==> src/rtl/instr_mem_loader_if.sv <==
// Byte stream and instruction memory write port of the program loader.
// The loader uses the master side; the byte source and memory use the slave side.
interface instr_mem_loader_if;
  logic [7:0]  byte_in;
  logic        byte_valid;
  logic        byte_ready;
  logic        mem_write_enable;
  logic [31:0] mem_write_addr;
  logic [31:0] mem_write_data;

  modport master (
    input  byte_in,
    input  byte_valid,
    output byte_ready,
    output mem_write_enable,
    output mem_write_addr,
    output mem_write_data
  );

  modport slave (
    output byte_in,
    output byte_valid,
    input  byte_ready,
    input  mem_write_enable,
    input  mem_write_addr,
    input  mem_write_data
  );
endinterface

==> src/rtl/instr_mem_loader.sv <==
// Byte-stream program loader: LEN_LO, LEN_HI, then N little-endian words.
// Optional LOADER_CHECKSUM_EN appends an XOR checksum byte after the payload.
module instr_mem_loader #(
  parameter int unsigned MEM_DEPTH = 256,
  parameter logic [31:0] BASE_ADDR = 32'h0,
  parameter logic [31:0] ADDR_STEP = 32'h1
) (
  input  logic               clock,
  input  logic               reset,
  input  logic               start,
  instr_mem_loader_if.master bus,
  output logic               core_reset,
  output logic               busy,
  output logic               done,
  output logic               error,
  output logic [15:0]        words_written
);

  typedef enum logic [2:0] {
    S_IDLE,
    S_LEN_LO,
    S_LEN_HI,
    S_DATA,
    S_WRITE,
    S_DONE,
    S_ERROR
`ifdef LOADER_CHECKSUM_EN
    , S_CHECK
`endif
  } state_t;

`ifdef LOADER_CHECKSUM_EN
  localparam state_t S_FINAL = S_CHECK;
`else
  localparam state_t S_FINAL = S_DONE;
`endif

  localparam logic [15:0] DEPTH = 16'(MEM_DEPTH);

  state_t      state_q, state_d;
  logic [15:0] len_q, len_d;
  logic [31:0] word_q, word_d;
  logic [1:0]  idx_q, idx_d;
  logic [15:0] cnt_q, cnt_d;
  logic [31:0] addr_q, addr_d;
  logic [31:0] wdata_q, wdata_d;
  logic        we_q, we_d;
  logic        ready_q, ready_d;
  logic        crst_q, crst_d;
  logic        busy_q, busy_d;
  logic        done_q, done_d;
  logic        err_q, err_d;
`ifdef LOADER_CHECKSUM_EN
  logic [7:0]  csum_q, csum_d;
`endif

  logic        xfer;
  logic [15:0] n_full;
  logic [15:0] cnt_inc;

  assign xfer    = bus.byte_valid && ready_q;
  assign n_full  = {bus.byte_in, len_q[7:0]};
  assign cnt_inc = cnt_q + 16'd1;

  always_comb begin
    state_d = state_q;
    len_d   = len_q;
    word_d  = word_q;
    idx_d   = idx_q;
    cnt_d   = cnt_q;
    addr_d  = addr_q;
    wdata_d = wdata_q;
`ifdef LOADER_CHECKSUM_EN
    csum_d  = csum_q;
`endif
    unique case (state_q)
      S_IDLE, S_DONE, S_ERROR: begin
        if (start) begin
          state_d = S_LEN_LO;
          cnt_d   = '0;
`ifdef LOADER_CHECKSUM_EN
          csum_d  = '0;
`endif
        end
      end
      S_LEN_LO: begin
        if (xfer) begin
          len_d[7:0] = bus.byte_in;
          state_d    = S_LEN_HI;
        end
      end
      S_LEN_HI: begin
        if (xfer) begin
          len_d[15:8] = bus.byte_in;
          idx_d       = '0;
          if (n_full == 16'd0)
            state_d = S_FINAL;
          else if (n_full > DEPTH)
            state_d = S_ERROR;
          else
            state_d = S_DATA;
        end
      end
      S_DATA: begin
        if (xfer) begin
          word_d[{idx_q, 3'b000} +: 8] = bus.byte_in;
          idx_d = idx_q + 2'd1;
`ifdef LOADER_CHECKSUM_EN
          csum_d = csum_q ^ bus.byte_in;
`endif
          if (idx_q == 2'd3) begin
            state_d = S_WRITE;
            wdata_d = word_d;
            // 32-bit product and sum wrap silently
            addr_d  = BASE_ADDR
                    + ({16'd0, cnt_q} * ADDR_STEP);
          end
        end
      end
      S_WRITE: begin
        cnt_d   = cnt_inc;
        state_d = (cnt_inc == len_q) ? S_FINAL : S_DATA;
      end
`ifdef LOADER_CHECKSUM_EN
      S_CHECK: begin
        if (xfer)
          state_d = (bus.byte_in == csum_q) ? S_DONE
                                            : S_ERROR;
      end
`endif
      default: state_d = S_IDLE;
    endcase

    // Outputs are registered, decoded from the next state
    ready_d = (state_d == S_LEN_LO)
           || (state_d == S_LEN_HI)
           || (state_d == S_DATA);
`ifdef LOADER_CHECKSUM_EN
    ready_d = ready_d || (state_d == S_CHECK);
`endif
    we_d   = (state_d == S_WRITE);
    busy_d = ready_d || we_d;
    done_d = (state_d == S_DONE);
    err_d  = (state_d == S_ERROR);
    crst_d = (state_d != S_DONE);
  end

  always_ff @(posedge clock or posedge reset) begin
    if (reset) begin
      state_q <= S_IDLE;
      len_q   <= '0;
      word_q  <= '0;
      idx_q   <= '0;
      cnt_q   <= '0;
      addr_q  <= BASE_ADDR;
      wdata_q <= '0;
      we_q    <= 1'b0;
      ready_q <= 1'b0;
      crst_q  <= 1'b1;
      busy_q  <= 1'b0;
      done_q  <= 1'b0;
      err_q   <= 1'b0;
`ifdef LOADER_CHECKSUM_EN
      csum_q  <= '0;
`endif
    end else begin
      state_q <= state_d;
      len_q   <= len_d;
      word_q  <= word_d;
      idx_q   <= idx_d;
      cnt_q   <= cnt_d;
      addr_q  <= addr_d;
      wdata_q <= wdata_d;
      we_q    <= we_d;
      ready_q <= ready_d;
      crst_q  <= crst_d;
      busy_q  <= busy_d;
      done_q  <= done_d;
      err_q   <= err_d;
`ifdef LOADER_CHECKSUM_EN
      csum_q  <= csum_d;
`endif
    end
  end

  assign bus.byte_ready       = ready_q;
  assign bus.mem_write_enable = we_q;
  assign bus.mem_write_addr   = addr_q;
  assign bus.mem_write_data   = wdata_q;
  assign core_reset           = crst_q;
  assign busy                 = busy_q;
  assign done                 = done_q;
  assign error                = err_q;
  assign words_written        = cnt_q;

endmodule

==> src/flat_wrapper.sv <==
// flat-port wrapper written by rule: the top's interface ports become plain ports
module instr_mem_loader_flat 
#(
  parameter int unsigned MEM_DEPTH = 256,
  parameter logic [31:0] BASE_ADDR = 32'h0,
  parameter logic [31:0] ADDR_STEP = 32'h1
)
  (clock, reset, start, core_reset, busy, done, error, words_written, bus_byte_in, bus_byte_valid, bus_byte_ready, bus_mem_write_enable, bus_mem_write_addr, bus_mem_write_data);
  instr_mem_loader_if bus_i ();
  input  logic clock;
  input  logic reset;
  input  logic start;
  output logic core_reset;
  output logic busy;
  output logic done;
  output logic error;
  output logic [15:0] words_written;
  input wire logic [$bits(bus_i.byte_in)-1:0] bus_byte_in;
  input wire logic [$bits(bus_i.byte_valid)-1:0] bus_byte_valid;
  output wire logic [$bits(bus_i.byte_ready)-1:0] bus_byte_ready;
  output wire logic [$bits(bus_i.mem_write_enable)-1:0] bus_mem_write_enable;
  output wire logic [$bits(bus_i.mem_write_addr)-1:0] bus_mem_write_addr;
  output wire logic [$bits(bus_i.mem_write_data)-1:0] bus_mem_write_data;
  assign bus_i.byte_in = bus_byte_in;
  assign bus_i.byte_valid = bus_byte_valid;
  assign bus_byte_ready = bus_i.byte_ready;
  assign bus_mem_write_enable = bus_i.mem_write_enable;
  assign bus_mem_write_addr = bus_i.mem_write_addr;
  assign bus_mem_write_data = bus_i.mem_write_data;
  instr_mem_loader #(.MEM_DEPTH(MEM_DEPTH), .BASE_ADDR(BASE_ADDR), .ADDR_STEP(ADDR_STEP)) u_core (.clock(clock), .reset(reset), .start(start), .bus(bus_i), .core_reset(core_reset), .busy(busy), .done(done), .error(error), .words_written(words_written));
endmodule
==> config.mk <==
export PLATFORM = sky130hd
export DESIGN_NAME = instr_mem_loader_flat
export DESIGN_NICKNAME = d
export VERILOG_FILES = /design/src/rtl/instr_mem_loader_if.sv /design/src/rtl/instr_mem_loader.sv /design/src/flat_wrapper.sv
export SDC_FILE = /design/constraint.sdc
export NUM_CORES = 1
export LEC_CHECK = 0
export CORE_ASPECT_RATIO = 0.7
export CORE_MARGIN = 10
export CORE_UTILIZATION = 54
export DETAILED_ROUTE_END_ITERATION = 8
export PLACE_DENSITY_LB_ADDON = 0.12
export SETUP_SLACK_MARGIN = 0.4
export SYNTH_ARGS = -nofsm -noshare
export SYNTH_HDL_FRONTEND = slang
export SYNTH_SLANG_ARGS = --single-unit
==> constraint.sdc <==
create_clock -name clock -period 5.9 [get_ports clock]
set_input_delay 1.77 -clock clock [delete_from_list [all_inputs] [get_ports clock]]
set_output_delay 1.77 -clock clock [all_outputs]
set_load 0.02 [all_outputs]
## Yosys cells after proc, flatten, opt, wreduce, memory -nomap -nowiden

Index checks and enable logic that the tools add are counted.

| word-level totals | value |
|---|---|
| register bits | 123 |
| bits of input ports | 12 |
| output and inout bits | 86 |

| operators by class | value |
|---|---|
| add/sub/neg operators | 3 |
| $lt $le $gt $ge | 1 |
| eq/ne operators | 18 |
| shifts and indexed selects | 2 |
| multiplexer cells | 15 |
| reduce and logical (&&, ||, !) cells | 15 |

Operator list:

| operator | count |
|---|---|
| bitwise mux 32 bit | 1 |
| one-hot mux 16 bit (2 select lines) | 1 |
| variable shift 8 x 7 -> 32 bit, first input constant | 1 |
| variable part select 8 x 7 -> 32 bit | 1 |
| 2-to-1 mux 3 bit | 8 |
| equality test 3 bit, second input constant | 6 |
| adder 16 x 1 -> 16 bit, second input constant | 1 |
| equality test 16 bit | 1 |
| > comparator 16 x 9 -> 1 bit, second input constant | 1 |
| zero test 16 bit | 1 |
| 2-to-1 mux 16 bit | 1 |
| one-hot mux 3 bit (5 select lines) | 1 |
| equality test 3 x 2 -> 1 bit, second input constant | 4 |
| AND reduction 2 bit | 4 |
| negation 5 -> 7 bit | 1 |
| equality test 3 x 1 -> 1 bit, second input constant | 2 |
| AND reduction 3 bit | 2 |
| 2-to-1 mux 2 bit | 2 |
| inequality test 2 x 1 -> 1 bit, second input constant | 2 |
| one-hot mux 2 bit (2 select lines) | 1 |
| nonzero test 2 bit | 2 |
| zero test 3 bit | 1 |
| logical OR 1 bit | 3 |
| inequality test 3 bit, second input constant | 1 |
| 5 further kinds | 5 |

## Logic depth before layout (Yosys ltp)

| logic depth | value |
|---|---|
| depth in word-level cells | 9 |
| depth in mapped cells | 9 |
| depth with buffers taken out | 7 |

## Worst setup path after synthesis

No wires, ideal clock.

| timing | value |
|---|---|
| path type | input to register |
| start point | input bus_byte_in[5] |
| end point | register u_core.done_q (netlist: u_core.done) |
| arrival time | 3.292 ns |
| data required time | 5.781 ns |
| slack | 2.489 ns |
| stages on the path | 6 |
| buffers on the path | 0 |
| path through | or4_1 -> nor4_2 -> nand4b_1 -> a211oi_1 -> inv_1 -> o21a_1 |

| on the way | value |
|---|---|
| longest elaborated chain between the ends | 6 |
| elaborated cells on any way between the ends | 7 |

Ends and longest elaborated chain:

| item | line | RTL |
|---|---|---|
| from (decl) | flat_wrapper.sv:18 | `input wire logic [$bits(bus_i.byte_in)-1:0] bus_byte_in;` |
| > comparator 16 x 9 -> 1 bit | instr_mem_loader.sv:98 | `else if (n_full > DEPTH)` |
| 2-to-1 mux 3 bit | instr_mem_loader.sv:98 |  |
| 2-to-1 mux 3 bit (*) | instr_mem_loader.sv:96 | `if (n_full == 16'd0)` |
| 2-to-1 mux 3 bit (*) | instr_mem_loader.sv:93 | `if (xfer) begin` |
| one-hot mux 3 bit (5 select lines) (*) | instr_mem_loader.sv:76 | `unique case (state_q)` |
| equality test 3 bit (*) | instr_mem_loader.sv:143 | `done_d = (state_d == S_DONE);` |
| via u_core.done_d | instr_mem_loader.sv:51 | `logic done_q, done_d;` |
| to (signal assigned) | instr_mem_loader.sv:178 | `done_q <= done_d;` |
| to (decl) | instr_mem_loader.sv:51 |  |

The timed path passes the listed nets; every way through them passes the cells marked *.
A chain may end at the register's enable or synchronous reset.

## Final worst setup path

Same ends and word-level chain as after synthesis.

==> key figures <==
Run status
  • Status: finished clean

Power and ir drop
  • Total power: 3.81 mW
  • VDD IR max: 0.000305 V
  • Leakage: about 3.2 nW
  • Pwr/cell area: between 500 and 600 nW/um^2

Clocking
  • Skew-Pair Late Insertion Delay: between 0.4 and 0.5 ns
  • CTS tree: built
  • PostCTS Resize Cnt: 0
  • Post-CTS Setup Bufs: 0
  • H-tree depth: 4
  • CTS root buffer: clkbuf_16
  • Clk slew on worst S/H paths: 0.05 ns
  • Clock Sink Count: around 120
  • CTS Buffer Depth: 2
  • # hold bufs at CTS: 0
  • TritonCTS Buffers: 17

STA
  • Slew HR: around 29%
  • Pins Over Slew Limit: 0
  • Min Hold Slack: between 0.4 and 0.5 ns
  • Fmax: roughly 250 MHz
  • # setup viols final: 0
  • Final setup TNS: 0 ns
  • RSZ-0062 raised after global routing: no
  • Final Worst Setup Slack: 1.86 ns
  • Worst slew pin tran: between 1 and 1.5 ns
  • Period minus WS final: ~4 ns
  • Clock skew: 0.00893 ns
  • Final worst path period share: around 70%
  • Final hold violations: 0

Synthesis
  • Main combinational cell family by area after synthesis: simple AND/OR/NAND/NOR gates
  • Xor/xnor cell area share of the yosys netlist: ~4.0%
  • Distinct cells, synth: 61
  • Syn Area/Cell: 10.3 um^2
  • FF+latch count, synth: about 120
  • Register area share after synthesis: 51.7%
  • Number of synthesized flops with an enable pin: 0
  • Mapped Cells: ~580
  • Fraction of registers with async set/reset: 100%
  • Simple-gate area share of the yosys netlist: approximately 18%
  • Number of synthesis warnings: 0
  • Top FF cell, synth: dfrtp_1
  • Synth Area in Compound Gates: 15.3%
  • Post-synth top area share: about half
  • Post-Syn Area: about 6000 um^2
  • Area leader, netlist: dfrtp_1
  • Top cells by area, synth: dfrtp_1, nor2_1, a22o_1
  • Multiplexer share of the synthesized area: under 10%
  • Post-Synth Adder-Cell Area: under 10%

Layout
  • Sequential Area: slightly above 3000 um^2
  • Layout cell share with drive strength beyond 1: between 10% and 20%
  • Fill count: 788
  • Layout Cells excl Fill: roughly 800
  • Final Cell Area: ~7300 um^2
  • Final nets: approximately 660
  • Antenna Diode Count: 0
  • Post-layout util: 69.5%
  • Area delta synth->final: 23.2%
  • Area of the multi-input gates: 2590 um^2

Detailed routing
  • Post-route ant nets: 0
  • Initial DRC Count: between 300 and 400
  • Routed WL: 15.2 mm
  • DRC violations left: 0
  • Router iterations before antenna repair: 5
  • DR vias/cell: between 5 and 6
  • DR WL/cell: around 19 um
  • DR vias: approximately 4700

Placed design
  • Post-DP Area: 6750 um^2
  • Post-DP HPWL: around 10 mm
  • Gpl congestion: around 0.90
  • Placed Cells: 772
  • I/O Buffers: 81
  • Worst slack at placement: between 1.5 and 2 ns

Job
  • MaxCap Viol Count: 0

Die
  • Initial Utilization: between 50% and 60%
  • Die area: around 16000 um^2
  • Horiz. Die Dim: 145 um
  • Die span in y: about 110 um
  • Core area: between 10000 and 15000 um^2
  • Num ports: 98
  • Rows: 31

Critical path
  • CP Launch Type: primary input
  • Setup crit end kind: register
  • Critical Path Fanout Max: 11
  • Critical Path RT: ~6.2 ns
  • Critical path type: in2reg
  • WP data arrival: 4.33 ns
  • Crit-path cells: clkdlybuf4s50_1, or4_1, nor4_2, nand4b_1, a211oi_1, inv_1, o21a_1
  • Critical path's slowest cell: clkdlybuf4s50_1
  • Slowest stage delay, CP: about 0.67 ns

Global routing
  • Total Routing Usage GR: 19.5%
  • Initial antenna violation count: 0
  • Global-route wire length before repair: about 25 mm
  • Largest net degree at the start of global routing: approximately 70
  • Vias in the first global route: around 4600
  • GR Overflow Total: 0

Min path
  • Hold/Removal Path Class: reg2reg
-- Yosys cell counts (all sizes together), types with 2 or more instances --
library cell	n
mux2	18
o31ai	5
a22oi	2
inv	9
ha	7
a22o	34
a221oi	32
clkbuf	29
xor2	8
dfrtp	122
or2	2
a211oi	2
and2	6
clkinv	2
nand4	4
a21oi	4
nand3	15
nor3	6
buf	23
nand2	67
nor2	90
or4	4
nand2b	3
and3	3
xnor2	18
mux2i	2
nand3b	2
o2111ai	2
nor3b	3
nor4	8
o21ai	28
-- flip-flops by register name (all words and copies together), names as in the netlist --
name                         cells
u_core.bus.mem_write_addr       16
u_core.bus.mem_write_data       32
u_core.error                     1
u_core.done                      1
u_core.words_written            16
u_core.idx_q                     2
u_core.bus.byte_ready            1
u_core.word_q                   32
u_core.bus.mem_write_enable      1
u_core.core_reset                1
u_core.state_q                   3
u_core.busy                      1
u_core.len_q                    16
-- cell families after synthesis --
family                   Yosys count
AO/OA/AOI/OAI                    117
XOR/XNOR                          26
adder cells (fa/ha/maj)            8
buffers and inverters             63
flip-flops                       123
multiplexers                      20
other                              1
AND/OR/NAND/NOR                  217
-- area by class of cell --
type,count,area share [%]
Tap cell,148,2.53
Multi-Input combinational cell,404,35.3
Inverter,11,0.597
Clock inverter,7,1.19
Sequential cell,123,42.0
Clock buffer,25,6.76
Timing Repair Buffer,86,11.6
-- cells in the final DEF (no fill, tap or decap), drive strengths merged, types with 4 or more instances in the layout --
cell             n
nand4            4
mux2            18
clkdlybuf4s50   81
xor2             8
o31ai            5
clkinv           6
buf              5
nand2           67
a22o            34
ha               7
or4              4
a21oi            4
nor4             8
xnor2           18
conb            16
inv              9
nor2            90
nand3           15
dfrtp          122
clkbuf          25
and2             6
nor3             6
a221oi          32
o21ai           28
-- worst paths after layout --
kind                                                    from  cells past startpoint                            end  slack, ns
worst max-delay path                          bus_byte_in[5]                      7                    u_core.done       1.86
worst max register to register       u_core.words_written[7]                      6                    u_core.busy       3.12
worst min register to register  u_core.bus.mem_write_addr[6]                      2   u_core.bus.mem_write_addr[6]       0.47
max in group asynchronous                              reset                      3               u_core.len_q[15]       3.03
min in group asynchronous                              reset                      2  u_core.bus.mem_write_addr[12]       1.89
worst min-delay path            u_core.bus.mem_write_addr[6]                      2   u_core.bus.mem_write_addr[6]       0.47
-- where the power goes --
group	total (mW)	switching [mW]	internal, mW	leakage, nW
registers	1.40	0.241	1.16	1.58
logic	1.39	0.748	0.644	1.34
clock network	1.02	0.353	0.664	0.287
-- layer usage --
layer  track usage (%)  part of all wire [%]
met1              28.1                    47
met5                 0                     0
met3              6.68                   8.8
met2              27.8                    44
met4              3.96                  0.39
-- critical path, delay by kind of cell --
kind	cells	cell delay, ns
buffers and inverters	2	0.79
AND/OR/NAND/NOR	3	1.01
AO/OA/AOI/OAI	2	0.75
No activity file was read; power rests on OpenSTA's default activity.
